--- config.mk ---
export PLATFORM = sky130hd
export DESIGN_NAME = error_frontend
export DESIGN_NICKNAME = d
export VERILOG_FILES = /design/src/rtl/error_frontend.sv
export SDC_FILE = /design/constraint.sdc
export NUM_CORES = 1
export LEC_CHECK = 0
export CAP_MARGIN = 30
export CORE_ASPECT_RATIO = 1.1
export CORE_MARGIN = 5
export CORE_UTILIZATION = 40
export CTS_CLUSTER_DIAMETER = 100
export DETAILED_ROUTE_END_ITERATION = 8
export PLACE_DENSITY_LB_ADDON = 0.1
export SYNTH_ARGS = -nofsm -noshare
export SYNTH_HDL_FRONTEND = slang
export SYNTH_SLANG_ARGS = --single-unit
--- constraint.sdc ---
create_clock -name clk -period 4.1 [get_ports clk]
set_input_delay 0.41 -clock clk [delete_from_list [all_inputs] [get_ports clk]]
set_output_delay 0.41 -clock clk [all_outputs]
set_load 0.02 [all_outputs]
--- src/rtl/error_frontend.sv ---
// Averages windows of 2^LOG2_AVG signed samples and subtracts the average from a latched setpoint, with deadband and symmetric clip.
// Latency: error_valid rises one edge after the edge that captures the Nth sample; no backpressure, a sample is accepted on every meas_valid cycle.
module error_frontend #(
    parameter int WIDTH    = 16,
    parameter int LOG2_AVG = 2,
    parameter int DEADBAND = 4
) (
    input  logic             clk,
    input  logic             rst_n,
    input  logic             enable,
    input  logic [WIDTH-1:0] setpoint,
    input  logic [WIDTH-1:0] meas,
    input  logic             meas_valid,
    output logic [WIDTH-1:0] error,
    output logic             error_valid,
    output logic             sat_flag,
    output logic             busy
);

    localparam int ACC_W = WIDTH + LOG2_AVG;
    localparam int CNT_W = LOG2_AVG + 1;
    localparam int N     = 1 << LOG2_AVG;

    localparam logic signed [WIDTH:0] DIFF_MAX = (WIDTH+1)'((1 << (WIDTH-1)) - 1);
    localparam logic signed [WIDTH:0] DIFF_MIN = -DIFF_MAX;
    localparam logic [WIDTH:0]        DB_MAG   = (WIDTH+1)'(DEADBAND);

    typedef enum logic [1:0] {
        S_IDLE  = 2'd0,
        S_ACCUM = 2'd1,
        S_EMIT  = 2'd2
    } state_t;

    state_t r_state;
    state_t w_next_state;

    logic signed [ACC_W-1:0] r_acc;
    logic [CNT_W-1:0]        r_count;
    logic [WIDTH-1:0]        r_sp;
    logic [WIDTH-1:0]        r_error;
    logic                    r_error_valid;
    logic                    r_sat;

    logic signed [ACC_W-1:0] w_meas_ext;
    logic                    w_last_sample;
    logic                    w_busy;
    logic                    w_fire;
    logic signed [WIDTH-1:0] w_avg;
    logic signed [WIDTH:0]   w_diff;
    logic [WIDTH:0]          w_mag;
    logic [WIDTH-1:0]        w_err_nxt;
    logic                    w_sat_nxt;

    assign w_meas_ext    = ACC_W'($signed(meas));
    assign w_last_sample = meas_valid && (r_count == CNT_W'(N - 1));

    always_ff @(posedge clk or negedge rst_n) begin
        if (!rst_n) begin
            r_state <= S_IDLE;
        end else begin
            r_state <= w_next_state;
        end
    end

    always_comb begin
        w_next_state = r_state;
        case (r_state)
            S_IDLE: begin
                if (enable) begin
                    w_next_state = S_ACCUM;
                end
            end
            S_ACCUM: begin
                if (!enable) begin
                    w_next_state = S_IDLE;
                end else if (w_last_sample) begin
                    w_next_state = S_EMIT;
                end
            end
            S_EMIT: begin
                // A sample arriving in EMIT opens the next window; with N=1 it also closes it.
                if (!enable) begin
                    w_next_state = S_IDLE;
                end else if (meas_valid && (N == 1)) begin
                    w_next_state = S_EMIT;
                end else begin
                    w_next_state = S_ACCUM;
                end
            end
            default: w_next_state = S_IDLE;
        endcase
    end

    always_comb begin
        w_busy = (r_state != S_IDLE);
        w_fire = (r_state == S_EMIT) && enable;
    end

    // Upper WIDTH bits of the accumulator are the floor of acc / N.
    assign w_avg  = r_acc[ACC_W-1:LOG2_AVG];
    assign w_diff = $signed({r_sp[WIDTH-1], r_sp}) - $signed({w_avg[WIDTH-1], w_avg});
    assign w_mag  = w_diff[WIDTH] ? unsigned'(-w_diff) : unsigned'(w_diff);

    always_comb begin
        w_err_nxt = '0;
        w_sat_nxt = 1'b0;
        if (w_mag <= DB_MAG) begin
            w_err_nxt = '0;
        end else if (w_diff > DIFF_MAX) begin
            w_err_nxt = DIFF_MAX[WIDTH-1:0];
            w_sat_nxt = 1'b1;
        end else if (w_diff < DIFF_MIN) begin
            w_err_nxt = DIFF_MIN[WIDTH-1:0];
            w_sat_nxt = 1'b1;
        end else begin
            w_err_nxt = w_diff[WIDTH-1:0];
        end
    end

    always_ff @(posedge clk or negedge rst_n) begin
        if (!rst_n) begin
            r_acc         <= '0;
            r_count       <= '0;
            r_sp          <= '0;
            r_error       <= '0;
            r_error_valid <= 1'b0;
            r_sat         <= 1'b0;
        end else begin
            r_error_valid <= 1'b0;
            case (r_state)
                S_IDLE: begin
                    if (enable) begin
                        r_acc   <= '0;
                        r_count <= '0;
                        r_sp    <= setpoint;
                    end
                end
                S_ACCUM: begin
                    if (enable && meas_valid) begin
                        r_acc   <= r_acc + w_meas_ext;
                        r_count <= r_count + CNT_W'(1);
                    end
                end
                S_EMIT: begin
                    if (w_fire) begin
                        r_error       <= w_err_nxt;
                        r_sat         <= w_sat_nxt;
                        r_error_valid <= 1'b1;
                        r_sp          <= setpoint;
                        r_acc         <= meas_valid ? w_meas_ext : '0;
                        r_count       <= meas_valid ? CNT_W'(1) : '0;
                    end
                end
                default: begin
                    r_acc   <= '0;
                    r_count <= '0;
                end
            endcase
        end
    end

    assign error       = r_error;
    assign error_valid = r_error_valid;
    assign sat_flag    = r_sat;
    assign busy        = w_busy;

endmodule
# --- Word-level counts from Yosys, hierarchy flattened ---
# Cells that the tools add are included.
totals:
  regBits: 57
  latchBits: 0
  ramBits: 0
  rom_bits: 0
  input_bits: 36
  wordCells: 58
  n_memories: 0
op_classes:
  n_addsub: 4
  mul: 0
  div_mod_pow: 0
  order_cmp: 3
  eq_ne: 7
  shifts: 0
  mux: 27
  n_bitwise: 0
  n_reduce_logical: 10
op_table:
  columns: ["op", "count"]
  rows:
  - ["$mux 16", 5]
  - ["$mux 18", 4]
  - ["$pmux 18 s3", 1]
  - ["$pmux 16 s2", 1]
  - ["$add 18x16->18", 1]
  - ["$gt 17x16->1 const B", 1]
  - ["$le 17x3->1 const B", 1]
  - ["$lt 17x16->1 const B", 1]
  - ["$mux 17", 1]
  - ["$neg 17->17", 1]
  - ["$sub 16x16->17", 1]
  - ["$mux 3", 3]
  - ["$pmux 3 s3", 1]
  - ["$mux 1", 7]
  - ["$mux 2", 3]
  - ["$ne 2x2->1 const B", 3]
  - ["$pmux 2 s3", 1]
  - ["$reduce_and 3->1", 2]
  - ["$reduce_and 2->1", 2]
  - ["$reduce_bool 2->1", 2]
  - ["$add 3x1->3 const B", 1]
  - ["$eq 3x2->1 const B", 1]
  - ["$logic_and 1x1->1", 3]
  - ["$ne 3x3->1 const B", 1]
  - ["3 further kinds", 3]

# --- Depth between registers and ports, before layout ---
logic_depth:
  ltp_word: 5
  depth_mapped: 14
  ltp_nobuf: 13

# --- Worst setup path after synthesis ---
# Ideal clock, no wire load.
synth_path:
  path_kind: "reg-to-reg"
  startpoint: "register r_acc[2]"
  endpoint: "register r_error[8], in the netlist error[8]"
  setup_time_ns: 0.135
  t_arrival_ns: 3.537
  t_required_ns: 3.965
  slack_ns: 0.428
  path_stages_with_launch: 14
  n_path_buf: 1
  period_less_slack_ns: 3.672
  path_cell_list: "dfrtp_1 > ha_1 > fa_1 > and2b_1 > o221ai_1 > a21oi_1 > xnor2_2 > nand4_1 > a211o_1 > a222oi_1 > nand4_1 > nor4_4 > buf_4 > o31ai_1"
synth_between:
  elab_chain_len: 5
  word_cells_on_any_way: 9
  cone_classes: "add/sub: 2; order compare: 3; mux: 4"
synth_rtl:
  columns: ["element", "line_no", "source"]
  rows:
  - ["from (decl)", "37", "logic signed [ACC_W-1:0] r_acc;"]
  - ["from (signal assigned)", "140", "r_acc <= r_acc + w_meas_ext;"]
  - ["from (signal assigned)", "150", "r_acc <= meas_valid ? w_meas_ext : '0;"]
  - ["$sub 16x16->17 (*)", "101", "assign w_diff = $signed({r_sp[WIDTH-1], r_sp}) - $signed({w_avg[WIDTH-1], w_avg});"]
  - ["$neg 17->17 / $lt 17x16->1 (equally long branches)", "102, 112", null]
  - ["$mux 17 / $mux 16 (equally long branches)", "102, 112", null]
  - ["$le 17x3->1 / $mux 16 (equally long branches)", "107, 109", null]
  - ["$mux 16 (*)", "107", "if (w_mag <= DB_MAG) begin"]
  - ["to (signal assigned)", "146", "r_error <= w_err_nxt;"]
  - ["to (decl)", "40", "logic [WIDTH-1:0] r_error;"]
# Mark *: on every way between the ends. The rest lies on a longest branch, timed or not.
# A chain may end at the register's enable or synchronous reset.

# --- Worst setup path after layout ---
# Same ends and word-level chain as after synthesis.

==> flow_summary.toml <==
[synth]
netlist_area_mm2 = 0.00488
ys_seq_elements = 57
synth_fp_nets = 632
synthCells = 553
yosys_warnings = 0
ys_types = 73
synth_area_leaders = "dfrtp_1 29%, ha_1 11%, mux2_2 3.9%"
yosys.area.top_type_share_pct = 29.2
avgSynthCellArea_um2 = 8.82
synth-edff-count = 0
yosysSeqAreaShare_pct = 29.2
async_flop_share_pct = 100
synth_largest_area_cell = "dfrtp_1"
ys.flop_type = "dfrtp_1"

[worst_setup_path]
r2r_start = "r_acc[2]"
regToRegEndpoint = "error[8]"
crit_path_start = "r_acc[2]"
critPathCaptureType = "register"
critPathMaxStageDelay_ps = 490
path_class = "register to register"
slowest_stage = "a211oi_1"
crit_fanout = 16
cp.required_ps = 4300
crit_arrival_ps = 4050
path_cells = "ha_1 > fa_1 > and2b_1 > o221a_2 > o21ai_0 > a211oi_1 > nand4_1 > nor4_4 > nor4b_2 > nor3_2 > nor4_4 > buf_12 > o31ai_1"
cp_common_cell = "nor4_4"
setup.worst_path.end = "error[8]"
start_kind = "register"
r2r_slack_ps = 250
rr_worst_depth = 13

[sta]
fin_crit_ps = 3850
setup_viol_count_final = 0
layout_setup_ws_ps = 249
finClkSkew_ps = 5.91
tns_ps = 0
fmax_mhz = 260
worstMarginPinSlew_ps = 734
hold_violations = 0
timing.final.crit_share_pct = 93.9
finalMaxSlewViolations = 0
rsz0062_at_grt = "false"
maxSlewHeadroom_pct = 50.5

[finish]
layout_common_cells = "57 x dfrtp_1, 53 x clkdlybuf4s50_1, 48 x nand2_1"
fill_cells = 1142
multi_input_area_mm2 = 0.00328
syn2layout_area_growth_pct = 22.6
final_common_cell = "dfrtp_1"
stdcell_area_mm2 = 0.00598
antenna_cells = 0
nets = 694
postLayoutCoreUtil_pct = 49.9
seq_area_mm2 = 0.00143
drive_gt1_share_pct = 13.1

[clock_network]
clk_path_buf_depth = 2
cts.sinks = 57
clkTransAtPathRegs_ps = 50
clkLatencyLatePin_ps = 320
root_buffer = "clkbuf_16"
cts_tree = "built"
h-tree-depth = 3
cts_buffers = 9

[die]
die_y_um = 126
core_mm2 = 0.0120
ios = 55
rows = 42
die-area_mm2 = 0.0145
die_x_um = 115
start_util_pct = 40.7

[placed_design]
place_congestion = 0.879
dpl.hpwl_um = 10000
port_buffers = 54
placed_cell_area_mm2 = 0.00567
pre_cts_slack_ps = 118

[detailed_routing]
first_pass_iters = 4
vias_per_cell = 5.70
post-route-drc-count = 0
wl_per_cell_um = 16.4
via_count = 4413
drt_iter0_markers = 196
routed_wl_um = 12700
ant_nets = 0

[grt]
grt_pass1_vias = 4461
antenna_found_initial = 0
grt_max_degree = 48
grt_pass1_wl_um = 21400
grt_overflow_total = 0
grtUsageTotal_pct = 18.0

[min_path]
hp-class = "register to register"

[run]
max_cap_violations = 0

[run_status]
outcome = "complete, no violations"
==> metal layers <==
layer	vias to the layer above	wire, um	track usage [%]
li1	2203	-	-
met1	2109	5790	23.0
met2	84	6270	30.2
met3	17	462	3.17
met4	0	174	6.42
met5	-	0	0
==> cell usage after synthesis, types with 3 or more instances <==
cell type,instances
a2111oi_0,3
a211o_1,7
a211oi_1,6
a21o_1,11
a21oi_1,31
a222oi_1,3
a22oi_1,12
a31oi_1,6
and2_1,6
and3_1,5
clkbuf_1,18
dfrtp_1,57
ha_1,41
inv_1,30
mux2_2,17
mux2i_1,4
nand2_1,48
nand2b_1,8
nand3_1,13
nand3b_1,3
nand4_1,7
nand4b_1,3
nor2_1,32
nor2b_1,11
nor3_1,16
nor4_1,4
o211ai_1,7
o21a_1,3
o21ai_0,29
o21ai_1,7
o21bai_1,5
o22ai_1,4
o31ai_1,17
or2_2,3
or3_1,6
xnor2_1,9
xnor2_2,4
xor2_1,10
==> state kept, by name, summed over array words and instances (netlist names) <==
| register | flops |
|---|---|
| r_sp | 16 |
| error_valid | 1 |
| r_acc | 18 |
| r_count | 3 |
| error | 16 |
| r_state | 2 |
| sat_flag | 1 |
==> kinds of logic after synthesis <==
group / Yosys count / share of synthesized area, %
flip-flops: 57 / 29.2
AO/OA/AOI/OAI: 179 / 26.3
buffers and inverters: 52 / 4.13
AND/OR/NAND/NOR: 177 / 19.2
XOR/XNOR: 24 / 5.08
adder cells (fa/ha/maj): 43 / 11.3
multiplexers: 21 / 4.74
==> how the worst min path moves through the flow <==
stage,from,end,depth (start not counted)
after CTS,error[6],error[6],2
final,error[15],error[15],2
after global placement,rst_n,error[15],1
after global routing,error[15],error[15],2
after detailed placement,rst_n,error[8],1
after floorplan,rst_n,error[0],0
==> through the flow <==
| stage | hold slack (ps) | std cells |
|---|---|---|
| after floorplan | 114 | 553 |
| after global placement | 310 | 757 |
| after detailed placement | 314 | 757 |
| after CTS | 479 | 774 |
| after global routing | 488 | 774 |
| final | 471 | 774 |
==> critical path, delay by kind of cell, from the launching register on <==
family | cells | cell delay, ps
buf+inv | 1 | 180
fa+ha+maj | 2 | 710
flops | 1 | 400
compound gates | 4 | 960
simple gates | 6 | 1470
==> final cells by class <==
class | instances | area share (%)
inverter | 30 | 1.88
tap | 154 | 3.22
sequential | 57 | 23.8
clock inverter | 5 | 0.523
multi-input combinational | 444 | 54.9
clock buffer | 11 | 4.06
timing repair buffer | 73 | 11.6
==> what timing repair did <==
item / in CTS / in global routing
buffers inserted: 0 / 0
hold endpoints to repair: 10 / 0
gates resized for setup: 0 / 5
hold buffers: 1 / 0
setup endpoints to repair: 0 / 16
Power is not shown: default switching activity piles up to over one toggle a cycle in this logic, so the estimate is an artifact.
